### src/rtl/uart_tx_fifo.sv
// uart_tx_fifo
// 8N1 UART transmitter fed by a small byte FIFO. Bytes are pushed with a
// valid/ready handshake and shifted out LSB-first. Queued bytes follow each
// other with no idle gap between frames.
//
// Ports
//   clk        system clock
//   rst_n      synchronous active-low reset
//   div_i      clocks per bit, sampled at frame start (values < 2 act as 2)
//   wr_valid   byte offered
//   wr_data    byte to send
//   wr_ready   FIFO can accept a byte
//   txd        serial line, idle high, driven from a flop
//   busy       frame in progress or FIFO non-empty
//   fifo_count bytes queued, excluding the byte in flight
//   tx_done    one-cycle pulse during the final clock of each stop bit
module uart_tx_fifo #(
  parameter int DIV_WIDTH  = 13,
  parameter int FIFO_DEPTH = 4
) (
  input  logic                          clk,
  input  logic                          rst_n,
  input  logic [DIV_WIDTH-1:0]          div_i,
  input  logic                          wr_valid,
  input  logic [7:0]                    wr_data,
  output logic                          wr_ready,
  output logic                          txd,
  output logic                          busy,
  output logic [$clog2(FIFO_DEPTH):0]   fifo_count,
  output logic                          tx_done
);

  localparam int PTR_W = $clog2(FIFO_DEPTH);
  localparam int CNT_W = PTR_W + 1;

  typedef enum logic [1:0] {IDLE, START, DATA, STOP} state_t;

  state_t               state_q;
  logic [7:0]           mem_q [FIFO_DEPTH];
  logic [PTR_W-1:0]     wr_ptr_q;
  logic [PTR_W-1:0]     rd_ptr_q;
  logic [CNT_W-1:0]     count_q;
  logic [CNT_W-1:0]     count_d;
  logic [DIV_WIDTH-1:0] bit_div_q;
  logic [DIV_WIDTH-1:0] clk_cnt_q;
  logic [DIV_WIDTH-1:0] div_eff;
  logic [2:0]           bit_cnt_q;
  logic [7:0]           shift_q;
  logic                 txd_q;
  logic                 tx_done_q;
  logic                 push;
  logic                 pop;
  logic                 bit_end;

  // A divisor of 0 or 1 cannot produce a sensible bit period.
  assign div_eff  = (div_i < DIV_WIDTH'(2)) ? DIV_WIDTH'(2) : div_i;
  assign bit_end  = (clk_cnt_q == '0);

  // Ready depends only on registered count, so a pop in the same cycle
  // never opens a slot for a push while full.
  assign wr_ready = (count_q != CNT_W'(FIFO_DEPTH));
  assign push     = wr_valid && wr_ready;

  // Pop from IDLE, or on the last stop-bit cycle to chain the next frame
  // straight into START without an idle cycle.
  assign pop = (count_q != '0) &&
               ((state_q == IDLE) || ((state_q == STOP) && bit_end));

  always_comb begin
    count_d = count_q;
    case ({push, pop})
      2'b10:   count_d = count_q + CNT_W'(1);
      2'b01:   count_d = count_q - CNT_W'(1);
      default: count_d = count_q;
    endcase
  end

  // Storage has no reset; only pointers and count are cleared.
  always_ff @(posedge clk) begin
    if (push) begin
      mem_q[wr_ptr_q] <= wr_data;
    end
  end

  // Pointers wrap naturally because the depth is a power of two.
  always_ff @(posedge clk) begin
    if (!rst_n) begin
      wr_ptr_q <= '0;
      rd_ptr_q <= '0;
      count_q  <= '0;
    end else begin
      if (push) wr_ptr_q <= wr_ptr_q + PTR_W'(1);
      if (pop)  rd_ptr_q <= rd_ptr_q + PTR_W'(1);
      count_q <= count_d;
    end
  end

  always_ff @(posedge clk) begin
    if (!rst_n) begin
      state_q   <= IDLE;
      shift_q   <= '0;
      bit_div_q <= DIV_WIDTH'(2);
      clk_cnt_q <= '0;
      bit_cnt_q <= '0;
      txd_q     <= 1'b1;
      tx_done_q <= 1'b0;
    end else begin
      // Line outputs follow the current state one clock later, so every
      // bit on txd lasts exactly bit_div clocks.
      txd_q     <= (state_q == START) ? 1'b0 :
                   (state_q == DATA)  ? shift_q[0] : 1'b1;
      tx_done_q <= (state_q == STOP) && bit_end;

      case (state_q)
        IDLE: ;
        START: begin
          if (bit_end) begin
            clk_cnt_q <= bit_div_q - DIV_WIDTH'(1);
            state_q   <= DATA;
          end else begin
            clk_cnt_q <= clk_cnt_q - DIV_WIDTH'(1);
          end
        end
        DATA: begin
          if (bit_end) begin
            clk_cnt_q <= bit_div_q - DIV_WIDTH'(1);
            shift_q   <= {1'b0, shift_q[7:1]};
            bit_cnt_q <= bit_cnt_q + 3'd1;
            if (bit_cnt_q == 3'd7) state_q <= STOP;
          end else begin
            clk_cnt_q <= clk_cnt_q - DIV_WIDTH'(1);
          end
        end
        STOP: begin
          if (bit_end) begin
            state_q <= IDLE;
          end else begin
            clk_cnt_q <= clk_cnt_q - DIV_WIDTH'(1);
          end
        end
        default: state_q <= IDLE;
      endcase

      // Frame load overrides the per-state updates above.
      if (pop) begin
        shift_q   <= mem_q[rd_ptr_q];
        bit_div_q <= div_eff;
        clk_cnt_q <= div_eff - DIV_WIDTH'(1);
        bit_cnt_q <= '0;
        state_q   <= START;
      end
    end
  end

  assign txd        = txd_q;
  assign tx_done    = tx_done_q;
  assign fifo_count = count_q;
  assign busy       = (state_q != IDLE) || (count_q != '0);

endmodule

### config.mk
export PLATFORM = sky130hd
export DESIGN_NAME = uart_tx_fifo
export DESIGN_NICKNAME = d
export VERILOG_FILES = /design/src/rtl/uart_tx_fifo.sv
export SDC_FILE = /design/constraint.sdc
export NUM_CORES = 1
export LEC_CHECK = 0
export CORE_MARGIN = 8
export CORE_UTILIZATION = 45
export DETAILED_ROUTE_END_ITERATION = 8
export PLACE_DENSITY = 0.75
export SLEW_MARGIN = 40
export SYNTH_ARGS = -nofsm -noshare
export SYNTH_HDL_FRONTEND = slang
export SYNTH_SLANG_ARGS = --single-unit
### constraint.sdc
create_clock -name clk -period 3.6 [get_ports clk]
set_clock_uncertainty 0.2 [all_clocks]
set_input_delay 0.9 -clock clk [delete_from_list [all_inputs] [get_ports clk]]
set_output_delay 0.9 -clock clk [all_outputs]
set_load 0.005 [all_outputs]
After elaboration in Yosys (flattened, before gate mapping)
Memories as Yosys holds them, arrays and structs flattened. A register that Yosys moved wholly into a read port is not among the register bits.
Index checks and enable logic that the tools add are counted.

word-level totals
  register bits after elaboration = 48
  input port bits = 24
  logic and storage cells = 81
  latch bits = 0
  bits in read-only memories = 0
  output and inout port bits = 7
  memories = 1
  RAM bits = 32

operators by class
  $lt $le $gt $ge = 1
  multiply operators = 0
  add/subtract/negate cells = 8
  bitwise logic cells = 1
  reductions and logical operators = 22
  shifts and indexed selects = 0
  equality and inequality tests = 16
  mux-type cells = 21
  divide/modulo/power cells = 0

memories
  name   words  bits a word  rd ports  clocked after memory_dff  write ports  line  text
  mem_q  4      8            1         1                         1            39    logic [7:0] mem_q [FIFO_DEPTH];

operator list
  operator                 count
  $mux W13                 4
  $sub A13 B1 Y13 const B  3
  $pmux W13 S2             1
  $mux W8                  3
  $ne A3 B3 Y1 const B     5
  $logic_not A13 Y1        1
  $lt A13 B2 Y1 const B    1
  $mux W2                  6
  $reduce_and A5 Y1        2
  $reduce_bool A3 Y1       3
  $reduce_bool A2 Y1       4
  $add A3 B1 Y3 const B    2
  $eq A2 B2 Y1 const B     3
  $ne A2 B2 Y1 const B     3
  $pmux W2 S3              1
  $pmux W3 S2              1
  $reduce_and A2 Y1        3
  $mux W1                  5
  $add A2 B1 Y2 const B    2
  $eq A2 B1 Y1 const B     2
  $reduce_bool A4 Y1       1
  $reduce_or A2 Y1         2
  $eq A3 B3 Y1 const B     1
  $logic_and A1 B1 Y1      3
  6 further kinds          7

Logic depth before layout (Yosys ltp)
Gate-level depths: netlist of run 1.

  depth after elaboration = 6
  gate-level depth with buffers = 15
  gate-level depth less buffers = 12

Worst setup path after synthesis of run 1
Ideal clock, no wire load.

  kind = in2reg
  start point = input port div_i[5]
  end point = register clk_cnt_q[8]
  path slack = 0.154 ns
  arrival time = 3.186 ns
  data required time = 3.340 ns
  stages on the path = 10
  setup time = 0.060 ns
  path buffers = 1
  path through = clkbuf_1 -> nor4_1 -> nand3_1 -> nand2_1 -> ha_1 -> or4b_1 -> nor4_1 -> xnor2_1 -> a2bb2oi_1 -> o311a_1

on the way
  cells in the longest elaborated chain, start to end = 4

ends and longest elaborated chain
  what                  line  text
  start, declared       23    input logic [DIV_WIDTH-1:0] div_i,
  $lt A13 B2 Y1         56    assign div_eff = (div_i < DIV_WIDTH'(2)) ? DIV_WIDTH'(2) : div_i;
  $mux W13 (*)          56
  $sub A13 B1 Y13 (*)   148   clk_cnt_q <= div_eff - DIV_WIDTH'(1);
  $mux W13 (*)          145   if (pop) begin
  end signal, assigned  131   clk_cnt_q <= clk_cnt_q - DIV_WIDTH'(1);
  end signal, assigned  138   clk_cnt_q <= clk_cnt_q - DIV_WIDTH'(1);
  end signal, assigned  148
  end, declared         45    logic [DIV_WIDTH-1:0] clk_cnt_q;

Every way passes the cells marked *; elsewhere a longest branch is shown, timed or not.
A chain may end at the register's enable or synchronous reset.

Worst setup path in the final report of run 1
  start point = input port div_i[2]
  end point = register clk_cnt_q[8]

Same word-level chain as after synthesis.

==> qor.yml, run 1 <==
cts_tree: "done"
combPwrFrac_pct: 48.4
nets: 511
switchingPower_w: 0.00183
grt.total_usage_pct: 16.3
clk_latency_ps: 360
syn_nets: 471
r2r_end: "fifo_count[2]$_SDFFE_PN0P_"
startpoint_type: "primary input"
grt_first_pass_wirelength_mm: 17.2
antenna_found_initial: 0
cts_resized: 0
drc_errors: 0
dp_hpwl_mm: 7.19
grt_max_degree: 42
min_from: "bit_cnt_q[1]$_SDFFE_PP0P_"
critPathMaxStageDelay_ps: 550
syn_inst: 429
sequentialPowerShare_pct: 35.4
io_pins: 31
synth-edff-count: 32
cts_buffers: 9
chipWidth_um: 114
async_flop_share_pct: 0
rsz0062_at_grt: "no"
path_max_fanout: 5
worstSetupPathType: "primary input to flop"
synth-seq-area-share_pct: 45.7
drt-pass1-iter-count: 4
p_int_w: 0.00234
synth.distinct_cells: 67
clockBufferDepth: 2
htreeDepth: 3
drt_iter0_markers: 210
arrival_ps: 3510
ir_drop_v: 0.000732
fin_ws_ps: 198
clockPowerShare_pct: 16.2
finalCriticalPeriod_ps: 3400
post-cts-setup-buffers: 0
crit_path_top_delay_cell: "or4b_1"
routed-via-count: 3473
grt_pass1_vias: 3510
cts_hold_buffers: 0
drive_gt1_share_pct: 13.7
die_height_um: 114
hold_class: "flop to flop"
fin_tns_setup_ps: 0
r2r_cells: 12
r2r_slack_ps: 390
crit_family: "simple AND/OR/NAND/NOR gates"
syn_area_sq_um: 4290
fin_crit_sh_pct: 94.5
ant_nets: 0
status: "complete, no violations"
tightest_slew_ps: 574
core_sq_um: 9240
diodes: 0
synth_seq_cells: 82
crit_required_ps: 3700
root_buffer: "clkbuf_8"
rows: 35
hold_depth: 2
timing.fmax_ghz: 0.294
place_congestion: 0.871
cts.reportedPaths.clkPinSlew_ps: 100
switching_share_pct: 43.9
io_buffer_count: 30
crit_buf_inv: 1
ys.flop_type: "dfxtp_1"
initial_core_util_pct: 46.5
dieArea_sq_um: 12900
drv_cap: 0
min_to: "bit_cnt_q[1]$_SDFFE_PP0P_"
wl_per_cell_um: 16.8
slew_violations: 0
drt_wl_total_mm: 10.1
hold_violations: 0
syn_area_per_cell_sq_um: 10.0
setup_viol: 0
n_fill_cell: 822
dp_slack_ps: -245
areaGrowthSynthToFinish_pct: 16.9
slew_headroom_pct: 61.7
crit_chain: "clkdlybuf4s50_1 > nor4_2 > nand3_1 > nand2_1 > ha_1 > or4b_1 > nor4_1 > xnor2_1 > a2bb2oi_1 > o311a_1"
power.density_nw_per_um2: 832
routed_via_density: 5.76
synth_warnings: 0
clock-sinks: 82
rr_startpoint: "clk_cnt_q[0]$_SDFFE_PN0P_"
overflow: 0
crit_path_end_kind: "flop"
p_leak_nw: 1.78
stage by stage:
| stage | power (W) | instance area [sq um] | instances | hold slack [ps] | util, % |
|---|---|---|---|---|---|
| 2_1_floorplan | 0.00300 | 4290 | 429 | 240 | - |
| 3_3_place_gp | 0.00339 | 4800 | 587 | 245 | 51.9 |
| 3_5_place_dp | 0.00346 | 4800 | 587 | 253 | 51.9 |
| 4_1_cts | 0.00415 | 5000 | 603 | 267 | 54.2 |
| 5_1_grt | 0.00449 | 5020 | 603 | 283 | 54.3 |
| 6_report | 0.00418 | 5020 | 603 | 262 | 54.3 |
synthesized netlist by cell type, drive strengths merged (3+ instances only):
cell type	instances	area [sq um]
inv	14	52.6
mux4	8	180
o31ai	3	22.5
buf	10	80.1
nor3b	5	37.5
edfxtp	32	961
o22ai	3	18.8
a21oi	30	150
a22oi	3	22.5
a2bb2oi	3	26.3
nand3	22	110
ha	17	213
xnor2	9	78.8
a311oi	9	85.1
nand2	55	206
o211ai	3	22.5
o21ai	15	75.1
clkbuf	15	56.3
o21a	3	22.5
nor3	8	40.0
xor2	13	114
or4	5	37.5
nor2	28	105
dfxtp	50	1000
and3	8	50.1
a31oi	5	31.3
nor4	11	96.3
a31o	3	26.3
final cells by class:
class	instances	area (sq um)	area share [%]
Clock inverter	7	81.3	1.62
Clock buffer	9	124	2.47
Tap cell	129	161	3.22
Inverter	15	61.3	1.22
Sequential cell	82	1960	39.1
Timing Repair Buffer	54	480	9.57
Multi-Input combinational cell	307	2150	42.8
sequential cells by signal, summed over array words and instances, names as in the netlist, named ones only:
register    cells
state_q         2
rd_ptr_q        2
txd             1
bit_div_q      13
wr_ptr_q        2
tx_done         1
fifo_count      3
shift_q         8
clk_cnt_q      13
bit_cnt_q       3
mem_q          32
how the worst max path moves through the flow:
stage | cells past startpoint | from | slack, ps | endpoint
floorplan | 10 | div_i[5] | 150 | clk_cnt_q[8]$_SDFFE_PN0P_
global placement | 10 | div_i[4] | -210 | clk_cnt_q[10]$_SDFFE_PN0P_
detailed placement | 10 | div_i[1] | -250 | clk_cnt_q[8]$_SDFFE_PN0P_
CTS | 10 | div_i[4] | 130 | clk_cnt_q[8]$_SDFFE_PN0P_
global route | 10 | div_i[6] | 90 | clk_cnt_q[8]$_SDFFE_PN0P_
finish | 10 | div_i[2] | 200 | clk_cnt_q[8]$_SDFFE_PN0P_
layout by cell type (no fill, tap or decap), types with 5 or more instances in the layout:
cell type        netlist  layout
a21oi_1               30      30
a311oi_1               8       8
a31oi_1                5       5
and3_1                 8       8
buf_4                  2      24
clkbuf_8               0       9
clkdlybuf4s50_1        0      30
dfxtp_1               50      50
edfxtp_1              32      32
ha_1                  17      17
inv_1                 14      14
mux4_2                 8       8
nand2_1               55      55
nand3_1               22      22
nor2_1                28      28
nor3_1                 8       8
nor3b_1                5       5
nor4_1                 8       7
o21ai_0               15      15
or4_1                  5       5
xnor2_1                9       9
xor2_1                13      13
worst register-to-register path, delay by kind of cell, from the launching register on:
kind,cells,cell delay [ps]
flops,1,370
xor+xnor,1,180
fa+ha+maj,3,700
buf+inv,3,230
simple gates,3,1070
compound gates,2,420
metal layers:
layer / vias to the layer above / GRT usage, % / share of wire (%)
met1: 1669 / 20.8 / 45
met2: 103 / 26.2 / 48
li1: 1680 / - / -
met5: - / 0 / 0
met4: 0 / 5.95 / 1.8
met3: 21 / 4.12 / 5.7
logic make-up after synthesis:
family	after synthesis	synth area share (%)
flops	82	45.7
mux	8	4.20
simple gates	159	19.2
compound gates	100	16.4
fa+ha+maj	18	5.42
xor+xnor	22	4.49
buf+inv	40	4.60
power by group through the flow:
stage	combinational (W)	sequential [W]	clock, W
2_1_floorplan	0.00161	0.00140	0
4_1_cts	0.00199	0.00147	0.000689
5_1_grt	0.00224	0.00152	0.000730
3_5_place_dp	0.00197	0.00149	0
6_report	0.00202	0.00148	0.000677
3_3_place_gp	0.00192	0.00147	0
Power figures use the tool's default switching activity.
==> run 2, diff against run 1 <==
CORE_UTILIZATION = 59   (was 45)
PLACE_DENSITY = 0.91   (was 0.75)
==> run 2 against run 1 <==
Effect of this change:
- via count rose by 5.2%
- total power rose by 0.80%
- hold slack improved by 16 ps
- combinational power rose by 2%
- critical path type unchanged
- largest cell class unchanged
- largest power group unchanged
==> qor.yml, run 2 (same netlist as run 1, synthesis figures left out) <==
dieArea_sq_um: 10300  # was 12900 sq um
dp_slack_ps: -131  # was -245 ps
clk_latency_ps: 360  # about the same
stdcell_area_sq_um: 4970  # was 5020 sq um
drive_gt1_share_pct: 13.7  # about the same
slew_headroom_pct: 60.4  # was 61.7%
wl_per_cell_um: 18.5  # was 16.8 um
cts_resized: 0  # unchanged
rr_startpoint: "clk_cnt_q[0]$_SDFFE_PN0P_"  # unchanged
hold_class: "flop to flop"  # unchanged
diodes: 0  # unchanged
place_congestion: 0.939  # was 0.871
drc_errors: 0  # unchanged
chipWidth_um: 101  # was 114 um
final_common_cell: "nand2_1"  # unchanged
critPathMaxStageDelay_ps: 540  # was 550 ps
wl_met2_mm: 5.14  # was 4.82 mm
place_area_sq_um: 4770  # was 4800 sq um
hold_violations: 0  # unchanged
met3WireLength_um: 804  # was 576 um
core_sq_um: 7140  # was 9240 sq um
cts_hold_buffers: 0  # unchanged
crit_path_end_kind: "flop"  # unchanged
power.density_nw_per_um2: 847  # was 832 nW/um^2
p_leak_nw: 1.78  # about the same
instances_no_fill: 574  # was 603
ant_nets: 0  # unchanged
crit_path_top_delay_cell: "or4b_1"  # unchanged
overflow: 0  # unchanged
drv_cap: 0  # unchanged
clock-sinks: 82  # unchanged
final_cell_mix: "nand2_1 (55), dfxtp_1 (50), edfxtp_1 (32)"  # unchanged
timing.fmax_ghz: 0.293  # was 0.294 GHz
n_fill_cell: 499  # was 822
min_from: "bit_cnt_q[1]$_SDFFE_PP0P_"  # unchanged
tightest_slew_ps: 589  # was 574 ps
drt_wl_total_mm: 10.6  # was 10.1 mm
finalCriticalPeriod_ps: 3410  # was 3400 ps
crit_start: "div_i[2]"  # unchanged
multiInputGateArea_sq_um: 2140  # was 2150 sq um
startpoint_type: "primary input"  # unchanged
io_pins: 31  # unchanged
final_core_util_pct: 69.7  # was 54.3%
path_max_fanout: 4  # was 5
placed_cells_incl_taps: 558  # was 587
largest_reg_flops: 32  # unchanged
top_regs: "mem_q (32), bit_div_q (13), clk_cnt_q (13)"  # unchanged
drt_iter0_markers: 466  # was 210
slew_violations: 0  # unchanged
dp_hpwl_mm: 7.56  # was 7.19 mm
crit_buf_inv: 1  # unchanged
status: "complete, no violations"  # unchanged
worst_path_most_repeated_cell: "nor4_1"
ir_drop_v: 0.000767  # was 0.000732 V
clockBufferDepth: 2  # unchanged
regArea_sq_um: 1960  # unchanged
initial_core_util_pct: 60.2  # was 46.5%
areaGrowthSynthToFinish_pct: 15.8  # was 16.9%
post-cts-setup-buffers: 0  # unchanged
grt_pass1_vias: 3513  # was 3510
die_height_um: 101  # was 114 um
nets: 512  # was 511
cts_buffers: 9  # unchanged
rsz0062_at_grt: "no"  # unchanged
grt_max_degree: 42  # unchanged
fin_tns_setup_ps: 0  # unchanged
antenna_found_initial: 0  # unchanged
drt-pass1-iter-count: 6  # was 4
routed-via-count: 3653  # was 3473
fin_ws_ps: 187  # was 198 ps
maxUsedRoutingLayer: "met4"  # unchanged
met1Wirelength_mm: 4.36  # was 4.55 mm
htreeDepth: 3  # unchanged
routed_via_density: 6.36  # was 5.76
crit_required_ps: 3710  # was 3700 ps
cts_tree: "done"  # unchanged
fin_crit_sh_pct: 94.8  # was 94.5%
crit_chain: "clkdlybuf4s50_1 > nor4_1 > nand3_1 > nand2_1 > ha_1 > or4b_1 > nor4_1 > xnor2_1 > a2bb2oi_1 > o311a_1"  # was clkdlybuf4s50_1 > nor4_2 > nand3_1 > nand2_1 > ha_1 > or4b_1 > nor4_1 > xnor2_1 > a2bb2oi_1 > o311a_1
crit_family: "simple AND/OR/NAND/NOR gates"  # unchanged
root_buffer: "clkbuf_8"  # unchanged
setup_viol: 0  # unchanged
cts.reportedPaths.clkPinSlew_ps: 100  # about the same
rows: 31  # was 35
regMostFlops: "mem_q"  # unchanged
worstSetupPathType: "primary input to flop"  # unchanged
arrival_ps: 3520  # was 3510 ps
grt.total_usage_pct: 21.5  # was 16.3%
grt_first_pass_wirelength_mm: 17.4  # was 17.2 mm
io_buffer_count: 30  # unchanged
==> run 2: cell types whose count changed in the layout (fill, tap and decap cells not counted) <==
| cell | before | now |
|---|---|---|
| buf_4 | 24 | 25 |
| nor4_1 | 7 | 8 |
| nor4_2 | 2 | 1 |
| clkinv_8 | 2 | 0 |
| inv_8 | 2 | 4 |
==> run 2: cell type report <==
class	count	share of cell area, %
Multi-Input combinational cell	307	43.1
Sequential cell	82	39.4
Timing Repair Buffer	55	9.81
Clock buffer	9	2.49
Tap cell	99	2.49
Clock inverter	7	1.43
Inverter	15	1.23
==> run 2: worst register-to-register path: cells and delay by family, from the launching register on <==
| kind | cells | cell delay, ps |
|---|---|---|
| AND/OR/NAND/NOR | 3 | 1100 |
| XOR/XNOR | 1 | 180 |
| AO/OA/AOI/OAI | 2 | 450 |
| buffers and inverters | 3 | 230 |
| flip-flops | 1 | 360 |
| adder cells (fa/ha/maj) | 3 | 700 |
==> run 2: stage by stage <==
stage	total power, W	hold WS (ps)
6_report	0.00421	279
5_1_grt	0.00447	311
4_1_cts	0.00415	282
3_5_place_dp	0.00347	269
3_3_place_gp	0.00336	247
2_1_floorplan	0.00300	240
==> run 2: report_power, final <==
group,internal [W],leakage (nW),switching [W]
registers,0.00121,0.705,0.000275
clock network,0.000276,0.102,0.000390
logic,0.000859,0.977,0.00120
total,0.00234,1.78,0.00187
==> run 2: final timing paths <==
| check | endpoint | slack, ps | cells past startpoint |
|---|---|---|---|
| worst max register to register | fifo_count[2]$_SDFFE_PN0P_ | 310 | 12 |
| worst min register to register | bit_cnt_q[1]$_SDFFE_PP0P_ | 280 | 2 |
| worst min-delay path | bit_cnt_q[1]$_SDFFE_PP0P_ | 280 | 2 |
| worst max-delay path | clk_cnt_q[8]$_SDFFE_PN0P_ | 190 | 10 |
==> run 2: per-layer routing <==
metal | GRT usage (%) | vias up
li1 | - | 1687
met5 | 0 | -
met1 | 26.8 | 1708
met3 | 3.30 | 36
met2 | 36.3 | 222
met4 | 8.82 | 0
==> run 3, diff against run 2 <==
PLACE_DENSITY = 0.8   (was 0.91)
==> run 3 against run 2 <==
Effect of this change:
- hold slack gained 1.1 ps
- sequential cell count unchanged
- critical path type unchanged
- sequential share of layout area fell by 0.20 points
- via count is 3.2% lower
- die area stayed put
- cell area up 0.50%
- critical path depth stayed put
- clock-buffer cell count did not move
- register-to-register slack got worse by 20 ps
- largest power group unchanged
- sequential power about the same
- routed wire length shrank 6.8%
- first-iteration DRC count decreased by 39%
==> qor.yml, run 3 (same netlist as run 1, synthesis figures left out) <==
final_core_util_pct: 70.0  # was 69.7%
hold_class: "flop to flop"  # unchanged
dp_hpwl_mm: 6.94  # was 7.56 mm
slew_headroom_pct: 60.2  # was 60.4%
crit_buf_inv: 1  # unchanged
drv_cap: 0  # unchanged
nets: 513  # was 512
root_buffer: "clkbuf_8"  # unchanged
cts_tree: "done"  # unchanged
ir_drop_v: 0.000612  # was 0.000767 V
timing.fmax_ghz: 0.302  # was 0.293 GHz
grt.total_usage_pct: 20.1  # was 21.5%
p_leak_nw: 1.79  # was 1.78 nW
slew_violations: 0  # unchanged
cts_buffers: 9  # unchanged
finalPower_w: 0.00416  # was 0.00421 W
crit_path_end_kind: "flop"  # unchanged
routed_via_density: 6.15  # was 6.36
grt_pass1_vias: 3339  # was 3513
grt_max_degree: 42  # unchanged
setup_viol: 0  # unchanged
clockBufferDepth: 2  # unchanged
rsz0062_at_grt: "no"  # unchanged
sequentialPowerShare_pct: 35.5  # was 35.2%
chipWidth_um: 101  # unchanged
switchingPower_w: 0.00181  # was 0.00187 W
post-cts-setup-buffers: 0  # unchanged
critPathMaxStageDelay_ps: 530  # was 540 ps
io_buffer_count: 30  # unchanged
worstSetupPathType: "primary input to flop"  # unchanged
arrival_ps: 3420  # was 3520 ps
drt-pass1-iter-count: 5  # was 6
drive_gt1_share_pct: 14.3  # was 13.7%
power.density_nw_per_um2: 832  # was 847 nW/um^2
p_int_w: 0.00234  # about the same
rows: 31  # unchanged
startpoint_type: "primary input"  # unchanged
crit_required_ps: 3720  # was 3710 ps
crit_chain: "clkdlybuf4s50_1 > nor4_2 > nand3_1 > nand2_1 > ha_1 > or4b_1 > nor4_1 > xnor2_1 > a2bb2oi_1 > o311a_1"  # was clkdlybuf4s50_1 > nor4_1 > nand3_1 > nand2_1 > ha_1 > or4b_1 > nor4_1 > xnor2_1 > a2bb2oi_1 > o311a_1
hold_violations: 0  # unchanged
crit_path_top_delay_cell: "or4b_1"  # unchanged
path_max_fanout: 5  # was 4
drt_iter0_markers: 284  # was 466
final_cell_mix: "nand2_1 (55), dfxtp_1 (50), edfxtp_1 (32)"  # unchanged
regMostFlops: "mem_q"  # unchanged
routed-via-count: 3537  # was 3653
clockPowerShare_pct: 16.2  # was 15.8%
htreeDepth: 3  # unchanged
diodes: 0  # unchanged
switching_share_pct: 43.6  # was 44.4%
largest_reg_flops: 32  # unchanged
grt_first_pass_wirelength_mm: 16.2  # was 17.4 mm
clk_latency_ps: 370  # was 360 ps
fin_crit_sh_pct: 91.9  # was 94.8%
drt_wl_total_mm: 9.88  # was 10.6 mm
cts.reportedPaths.clkPinSlew_ps: 100  # about the same
dieArea_sq_um: 10300  # unchanged
ant_nets: 0  # unchanged
whs_ps: 280  # was 279 ps
finalCriticalPeriod_ps: 3310  # was 3410 ps
clock-sinks: 82  # unchanged
core_sq_um: 7140  # unchanged
initial_core_util_pct: 60.2  # unchanged
overflow: 0  # unchanged
io_pins: 31  # unchanged
crit_family: "simple AND/OR/NAND/NOR gates"  # unchanged
n_fill_cell: 550  # was 499
final_common_cell: "nand2_1"  # unchanged
die_height_um: 101  # unchanged
combPwrFrac_pct: 48.4  # was 49.0%
tightest_slew_ps: 593  # was 589 ps
top_regs: "mem_q (32), bit_div_q (13), clk_cnt_q (13)"  # unchanged
drc_errors: 0  # unchanged
antenna_found_initial: 0  # unchanged
areaGrowthSynthToFinish_pct: 16.4  # was 15.8%
status: "complete, no violations"  # unchanged
place_congestion: 0.923  # was 0.939
wl_per_cell_um: 17.2  # was 18.5 um
[run 3: cell types whose count changed in the layout (fill, tap and decap cells not counted), sizes merged]
cell,before,now
buf,25,26
clkinv,2,3
inv,20,19
[run 3: layer usage]
metal | vias to the layer above | routed length, um | global-route usage [%] | part of all wire (%)
met1 | 1703 | 4270 | 25.3 | 43
met2 | 123 | 4790 | 32.1 | 48
met4 | 0 | 276 | 10.5 | 2.8
li1 | 1688 | - | - | -
met3 | 23 | 545 | 3.85 | 5.5
met5 | - | 0 | 0 | 0
[run 3: through the flow]
stage / instances / setup TNS, ps / setup slack, ps / area [sq um]
after floorplan: 429 / 0 / 154 / 4290
after global placement: 559 / -422 / -154 / 4780
after detailed placement: 559 / -502 / -186 / 4780
after CTS: 575 / 0 / 188 / 4980
after global routing: 575 / 0 / 40.3 / 5000
final: 575 / 0 / 291 / 5000
[run 3: area by class of cell]
type	instances	area [sq um]	area share, %
Clock inverter	7	76.3	1.53
Multi-Input combinational cell	307	2160	43.1
Clock buffer	9	124	2.48
Sequential cell	82	1960	39.2
Tap cell	99	124	2.48
Inverter	15	61.3	1.23
Timing Repair Buffer	56	495	9.91
[run 3: repair_timing]
item,CTS,global route
hold buffers,0,0
setup endpoints to repair,0,1
gates resized for setup,0,2
[run 3: final timing paths]
kind              cells past startpoint                 startpoint                          to  slack, ps
setup reg to reg                     12  clk_cnt_q[0]$_SDFFE_PN0P_  fifo_count[2]$_SDFFE_PN0P_        290
hold reg to reg                       2  bit_cnt_q[1]$_SDFFE_PP0P_   bit_cnt_q[1]$_SDFFE_PP0P_        280
setup / recovery                     10                   div_i[2]   clk_cnt_q[8]$_SDFFE_PN0P_        290
hold / removal                        2  bit_cnt_q[1]$_SDFFE_PP0P_   bit_cnt_q[1]$_SDFFE_PP0P_        280
[run 3: power groups by stage]
stage / Clock [W] / Sequential [W] / Combinational [W]
2_1_floorplan: 0 / 0.00140 / 0.00161
3_3_place_gp: 0 / 0.00147 / 0.00192
3_5_place_dp: 0 / 0.00149 / 0.00196
4_1_cts: 0.000680 / 0.00147 / 0.00199
5_1_grt: 0.000714 / 0.00151 / 0.00221
6_report: 0.000673 / 0.00147 / 0.00201
[run 3: tightest hold or removal path, delay by kind of cell (launching register included)]
kind	cells	cell delay (ps)
AOI/OAI and AO/OA	1	50
DFF	1	330
and+or+nand+nor	1	60
